### src/rtl/sdi_line_crc_ctrl_if.sv
// SDI line CRC controller bus: input word stream, output word stream and line status.
interface sdi_line_crc_ctrl_if;
  logic [9:0]  din;
  logic        din_valid;
  logic [9:0]  dout;
  logic        dout_valid;
  logic [10:0] line_num;
  logic        line_done;
  logic        crc_err;
  logic        sync_err;

  modport master (
    output din, din_valid,
    input  dout, dout_valid, line_num, line_done, crc_err, sync_err
  );

  modport slave (
    input  din, din_valid,
    output dout, dout_valid, line_num, line_done, crc_err, sync_err
  );
endinterface

### src/rtl/sdi_line_crc_ctrl.sv
// SDI per-channel line CRC: tracks TRS/line structure, accumulates the 18-bit line CRC,
// checks (and optionally replaces) CR0/CR1, decodes LN0/LN1. One-cycle registered latency.
module sdi_line_crc_ctrl #(
  parameter bit INSERT_EN = 1'b1
) (
  input logic              clk,
  input logic              rst,
  sdi_line_crc_ctrl_if.slave sdi
);

  typedef enum logic [2:0] {StSearch, StActive, StLn0, StLn1, StCr0, StCr1} state_e;

  // x^18 + x^5 + x^4 + 1, LSB-first: reflected feedback mask hits bits 17, 13, 12.
  localparam logic [17:0] CrcMask = 18'h23000;

  function automatic logic [17:0] crc_step(input logic [17:0] c, input logic [9:0] d);
    logic [17:0] r;
    r = c;
    for (int b = 0; b < 10; b++) begin
      if (r[0] ^ d[b]) r = (r >> 1) ^ CrcMask;
      else             r = r >> 1;
    end
    return r;
  endfunction

  state_e      r_state, w_state_d;
  logic [1:0]  r_trs_cnt, w_trs_cnt_d;
  logic [17:0] r_crc, w_crc_d;
  logic [9:0]  r_ln0, w_ln0_d;
  logic        r_cr0_bad, w_cr0_bad_d;
  logic [9:0]  r_dout, w_dout_d;
  logic        r_dout_valid;
  logic [10:0] r_line_num, w_line_num_d;
  logic        r_line_done, w_line_done_d;
  logic        r_crc_err, w_crc_err_d;
  logic        r_sync_err, w_sync_err_d;

  logic        w_sav, w_eav;
  logic [17:0] w_crc_acc;
  logic [9:0]  w_cr0_word, w_cr1_word;

  // r_trs_cnt counts matched words of 3FF,000,000; at 3 the current word is XYZ.
  assign w_sav      = sdi.din_valid && (r_trs_cnt == 2'd3) && !sdi.din[6];
  assign w_eav      = sdi.din_valid && (r_trs_cnt == 2'd3) && sdi.din[6];
  assign w_crc_acc  = crc_step(r_crc, sdi.din);
  assign w_cr0_word = {~r_crc[8], r_crc[8:0]};
  assign w_cr1_word = {~r_crc[17], r_crc[17:9]};

  // State register.
  always_ff @(posedge clk or posedge rst) begin
    if (rst) r_state <= StSearch;
    else     r_state <= w_state_d;
  end

  // Next state: advances only on valid words; SAV always restarts the line.
  always_comb begin
    w_state_d = r_state;
    if (sdi.din_valid) begin
      if (w_sav) begin
        w_state_d = StActive;
      end else begin
        case (r_state)
          StSearch: w_state_d = StSearch;
          StActive: if (w_eav) w_state_d = StLn0;
          StLn0:    w_state_d = StLn1;
          StLn1:    w_state_d = StCr0;
          StCr0:    w_state_d = StCr1;
          StCr1:    w_state_d = StSearch;
          default:  w_state_d = StSearch;
        endcase
      end
    end
  end

  // Outputs and datapath next values; everything holds while din_valid is low.
  always_comb begin
    w_trs_cnt_d   = r_trs_cnt;
    w_crc_d       = r_crc;
    w_ln0_d       = r_ln0;
    w_cr0_bad_d   = r_cr0_bad;
    w_line_num_d  = r_line_num;
    w_dout_d      = sdi.din;
    w_line_done_d = 1'b0;
    w_crc_err_d   = 1'b0;
    w_sync_err_d  = 1'b0;
    if (sdi.din_valid) begin
      // A 3FF anywhere restarts the pattern as its first word.
      if (sdi.din == 10'h3FF)                               w_trs_cnt_d = 2'd1;
      else if (sdi.din == 10'h000 && r_trs_cnt inside {2'd1, 2'd2}) w_trs_cnt_d = r_trs_cnt + 2'd1;
      else                                                  w_trs_cnt_d = 2'd0;

      if (w_sav) begin
        w_crc_d      = '0;
        w_sync_err_d = (r_state != StSearch);
      end else begin
        case (r_state)
          StSearch: w_sync_err_d = w_eav;
          StActive: w_crc_d = w_crc_acc;
          StLn0: begin
            w_crc_d = w_crc_acc;
            w_ln0_d = sdi.din;
          end
          StLn1: begin
            w_crc_d      = w_crc_acc;
            w_line_num_d = {sdi.din[5:2], r_ln0[8:2]};
          end
          StCr0: begin
            w_cr0_bad_d = (sdi.din != w_cr0_word);
            if (INSERT_EN) w_dout_d = w_cr0_word;
          end
          StCr1: begin
            w_line_done_d = 1'b1;
            w_crc_err_d   = r_cr0_bad || (sdi.din != w_cr1_word);
            if (INSERT_EN) w_dout_d = w_cr1_word;
          end
          default: ;
        endcase
      end
    end
  end

  // Datapath and registered outputs.
  always_ff @(posedge clk or posedge rst) begin
    if (rst) begin
      r_trs_cnt    <= '0;
      r_crc        <= '0;
      r_ln0        <= '0;
      r_cr0_bad    <= 1'b0;
      r_dout       <= '0;
      r_dout_valid <= 1'b0;
      r_line_num   <= '0;
      r_line_done  <= 1'b0;
      r_crc_err    <= 1'b0;
      r_sync_err   <= 1'b0;
    end else begin
      r_trs_cnt    <= w_trs_cnt_d;
      r_crc        <= w_crc_d;
      r_ln0        <= w_ln0_d;
      r_cr0_bad    <= w_cr0_bad_d;
      r_dout       <= w_dout_d;
      r_dout_valid <= sdi.din_valid;
      r_line_num   <= w_line_num_d;
      r_line_done  <= w_line_done_d;
      r_crc_err    <= w_crc_err_d;
      r_sync_err   <= w_sync_err_d;
    end
  end

  assign sdi.dout       = r_dout;
  assign sdi.dout_valid = r_dout_valid;
  assign sdi.line_num   = r_line_num;
  assign sdi.line_done  = r_line_done;
  assign sdi.crc_err    = r_crc_err;
  assign sdi.sync_err   = r_sync_err;

endmodule

### src/flat_wrapper.sv
// flat-port wrapper written by rule: the top's interface ports become plain ports
module sdi_line_crc_ctrl_flat 
#(
  parameter bit INSERT_EN = 1'b1
)
  (clk, rst, sdi_din, sdi_din_valid, sdi_dout, sdi_dout_valid, sdi_line_num, sdi_line_done, sdi_crc_err, sdi_sync_err);
  sdi_line_crc_ctrl_if sdi_i ();
  input logic clk;
  input logic rst;
  input wire logic [$bits(sdi_i.din)-1:0] sdi_din;
  input wire logic [$bits(sdi_i.din_valid)-1:0] sdi_din_valid;
  output wire logic [$bits(sdi_i.dout)-1:0] sdi_dout;
  output wire logic [$bits(sdi_i.dout_valid)-1:0] sdi_dout_valid;
  output wire logic [$bits(sdi_i.line_num)-1:0] sdi_line_num;
  output wire logic [$bits(sdi_i.line_done)-1:0] sdi_line_done;
  output wire logic [$bits(sdi_i.crc_err)-1:0] sdi_crc_err;
  output wire logic [$bits(sdi_i.sync_err)-1:0] sdi_sync_err;
  assign sdi_i.din = sdi_din;
  assign sdi_i.din_valid = sdi_din_valid;
  assign sdi_dout = sdi_i.dout;
  assign sdi_dout_valid = sdi_i.dout_valid;
  assign sdi_line_num = sdi_i.line_num;
  assign sdi_line_done = sdi_i.line_done;
  assign sdi_crc_err = sdi_i.crc_err;
  assign sdi_sync_err = sdi_i.sync_err;
  sdi_line_crc_ctrl #(.INSERT_EN(INSERT_EN)) u_core (.clk(clk), .rst(rst), .sdi(sdi_i));
endmodule
### config.mk
export PLATFORM = sky130hd
export DESIGN_NAME = sdi_line_crc_ctrl_flat
export DESIGN_NICKNAME = d
export VERILOG_FILES = /design/src/rtl/sdi_line_crc_ctrl_if.sv /design/src/rtl/sdi_line_crc_ctrl.sv /design/src/flat_wrapper.sv
export SDC_FILE = /design/constraint.sdc
export NUM_CORES = 1
export LEC_CHECK = 0
export CORE_ASPECT_RATIO = 0.9
export CORE_MARGIN = 1.5
export CORE_UTILIZATION = 55
export DETAILED_ROUTE_END_ITERATION = 8
export PLACE_DENSITY = 0.8
export SKIP_LAST_GASP = 1
export SYNTH_ARGS = -nofsm -noshare
export SYNTH_HDL_FRONTEND = slang
export SYNTH_SLANG_ARGS = --single-unit
### constraint.sdc
create_clock -name clk -period 2.1 [get_ports clk]
set_input_delay 0.315 -clock clk [delete_from_list [all_inputs] [get_ports clk]]
set_output_delay 0.315 -clock clk [all_outputs]
set_load 0.1 [all_outputs]
==> out/qor.yml <==
max_freq_mhz: 515.7
finalPower_mw: 4.242
ys_top_cells_by_area: "dfrtp_1 (49%), xnor2_1 (9.0%), mux2_2 (7.5%)"
synth_top_area_cell: "dfrtp_1"
yosysSeqAreaShare: 0.4945
num_antenna_cells: 0
placedCellCount: 341
cts_buffers: 5
period_needed_ns: 1.939
rows: 24
power_leakage_nw: 1.559
place_congestion: 0.9173
synthDistinctLibCells: 45
die_w_microns: 78.67
wl_per_cell_microns: 17.31
vias: 1988
hold_path.class: "input pin to asynchronous set/reset pin"
coreArea_sq_mm: 0.004895
cts_setup_buffers: 0
grt_antenna_before_repair: 0
crit_fanout: 18
synthesis.nets: 251
first_pass_iters: 4
final_nets: 297
rr_worst_depth: 5
synthToLayoutAreaGrowth_pct: 18.37
port_buffers: 37
fin_area_sq_mm: 0.003354
ys_ff_latch: 56
fill_cells: 377
syn_area_sq_mm: 0.002834
final_cells: 349
clock_path_buffers: 2
h-tree-depth: 2
grt_start_max_net_pins: 24
drt_iter0_markers: 190
postRouteAntennaNets: 0
finalCritPeriodShare: 0.9234
initial_core_util: 0.5790
io_pins: 38
clock-sinks: 56
cp-start-kind: "flop"
clk_pin_slew_ns: 0.10
relSlewSlack: 0.4784
vias_per_cell: 5.696
drc: 0
cts_tree: "built"
hpwl_mm: 4.410
place_area_sq_mm: 0.003257
worstMarginPinSlew_ns: 0.7816
yosysTopAreaCellShare: 0.4945
cts.root.buffer_cell: "clkbuf_8"
grt_pass1_vias: 2033
totalWireLength_mm: 6.042
rsz0062_at_grt: "no"
slew_viol_final: 0
drive_gt1_frac: 0.2923
cp.arrival_ns: 2.19
yosysWarnings: 0
fp.dieH_microns: 71.10
setup_viol: 0
hold_viol: 0
worst_slack_ns: 0.1609
cap_violations: 0
grt_overflow: 0
criticalPathCategory: "flop to flop"
netlist_instances: 237
tns_ns: 0
crit_required_ns: 2.35
finalClockSkew_ns: 0.005470
ctsResizeCount: 0
grt_first_pass_wirelength_mm: 10.21
status: "complete, no violations"
dp_slack_ns: 0.02787
p_per_area_mw_per_mm2: 1265
grt.total_usage: 0.2373
syn_area_per_cell_sq_um: 11.96
cp-end-kind: "flop"
cts_hold_buf: 0
dieArea_sq_mm: 0.005593
peakVddDrop_mv: 0.8822
clk_latency_ns: 0.30
==> worst paths after layout <==
| path | endpoint | from | slack, ns |
|---|---|---|---|
| max in group asynchronous | u_core.r_ln0[8] | rst | 1.22 |
| hold reg to reg | u_core.r_ln0[5] | u_core.r_ln0[5] | 0.51 |
| setup / recovery | u_core.r_crc[2] | u_core.r_trs_cnt[0] | 0.16 |
| min in group clk | u_core.r_ln0[5] | u_core.r_ln0[5] | 0.51 |
| setup reg to reg | u_core.r_crc[2] | u_core.r_trs_cnt[0] | 0.16 |
| hold / removal | u_core.r_ln0[5] | rst | 0.33 |
==> stage by stage <==
step             util  hold WS, ns
3_3_place_gp   0.6654       0.4844
2_1_floorplan       -       0.3464
6_report       0.6853       0.3282
4_1_cts        0.6853       0.3345
5_1_grt        0.6853       0.3685
3_5_place_dp   0.6654       0.4920
==> sequential cells by signal, indices dropped and copies added, names as in the netlist <==
signal                 count
u_core.r_cr0_bad           1
u_core.r_crc              18
u_core.r_ln0               7
u_core.r_state             3
u_core.r_trs_cnt           2
u_core.sdi.crc_err         1
u_core.sdi.dout           10
u_core.sdi.dout_valid      1
u_core.sdi.line_done       1
u_core.sdi.line_num       11
u_core.sdi.sync_err        1
==> cell families (layout without fill, tap and decap cells) <==
logic type | after synthesis | count (layout) | synth area share
buf+inv | 21 | 68 | 0.04415
mux | 27 | 27 | 0.1038
compound gates | 42 | 42 | 0.1064
fa+ha+maj | 1 | 1 | 0.004414
simple gates | 49 | 49 | 0.1055
xor+xnor | 41 | 41 | 0.1413
flops | 56 | 56 | 0.4945
==> worst max-delay path, cell delays in order (launching register included) <==
cell      delay, ns
dfrtp_1        0.41
ha_1           0.29
nand2b_2       0.19
nand3b_4       0.13
nor2_2         0.62
a22o_1         0.25
==> placed cells by master (no fill, tap or decap), types with 2 or more instances in the layout <==
cell type,netlist,layout
xnor2_2,2,2
a22o_1,16,16
a21oi_1,13,13
xnor2_1,29,29
inv_1,7,6
clkbuf_8,0,6
nor2_1,14,14
xor2_1,8,8
nand2_1,6,6
buf_4,2,40
clkdlybuf4s50_1,0,12
o22ai_1,3,3
mux2i_1,8,8
mux2_2,19,19
nor2_2,2,2
nand4_1,7,7
dfrtp_1,56,56
nor3_1,2,2
a22o_2,2,2
nor2b_1,3,3
nor4_1,3,3
clkinvlp_4,0,2
==> power breakdown <==
group	leakage (nW)	switching [mW]	internal [mW]
Sequential	0.695	0.280	1.35
Clock	0.0434	0.340	0.268
Combinational	0.820	1.15	0.851
Total	1.56	1.78	2.47
==> cells in the mapped netlist, drive strengths merged <==
cell type,instances
nand3b,2
and3,1
a21oi,13
inv,7
nor2b,3
a21o,1
a22o,18
o22ai,3
nand2,7
and4,1
o22a,1
nor4b,1
xor2,9
buf,13
o21ai,2
nor4,3
nand4,7
nor3,4
nand2b,1
mux2,19
a22oi,1
clkbuf,1
mux2i,8
o2bb2ai,1
o31ai,1
nand4b,1
o21a,1
xnor2,32
nor2,17
ha,1
dfrtp,56
nor3b,1
==> layout make-up <==
cell class	instances	area (sq um)	area share
clock inverters	2	15.01	0.004476
repair buffers	53	440.4	0.1313
flip-flops and latches	56	1401	0.4178
inverters	7	26.28	0.007833
well taps	65	81.33	0.02424
multi-input cells	160	1308	0.3898
clock buffers	6	82.58	0.02462
==> layer usage <==
| layer | up-vias | share of wire | track usage | wire length, microns |
|---|---|---|---|---|
| li1 | 922 | - | - | - |
| met1 | 992 | 0.44 | 0.3286 | 2676 |
| met2 | 68 | 0.48 | 0.3851 | 2928 |
| met3 | 6 | 0.056 | 0.03484 | 337 |
| met4 | 0 | 0.016 | 0.07937 | 99 |
| met5 | - | 0 | 0 | 0 |
Note: power is estimated with default switching activity, not from simulation.
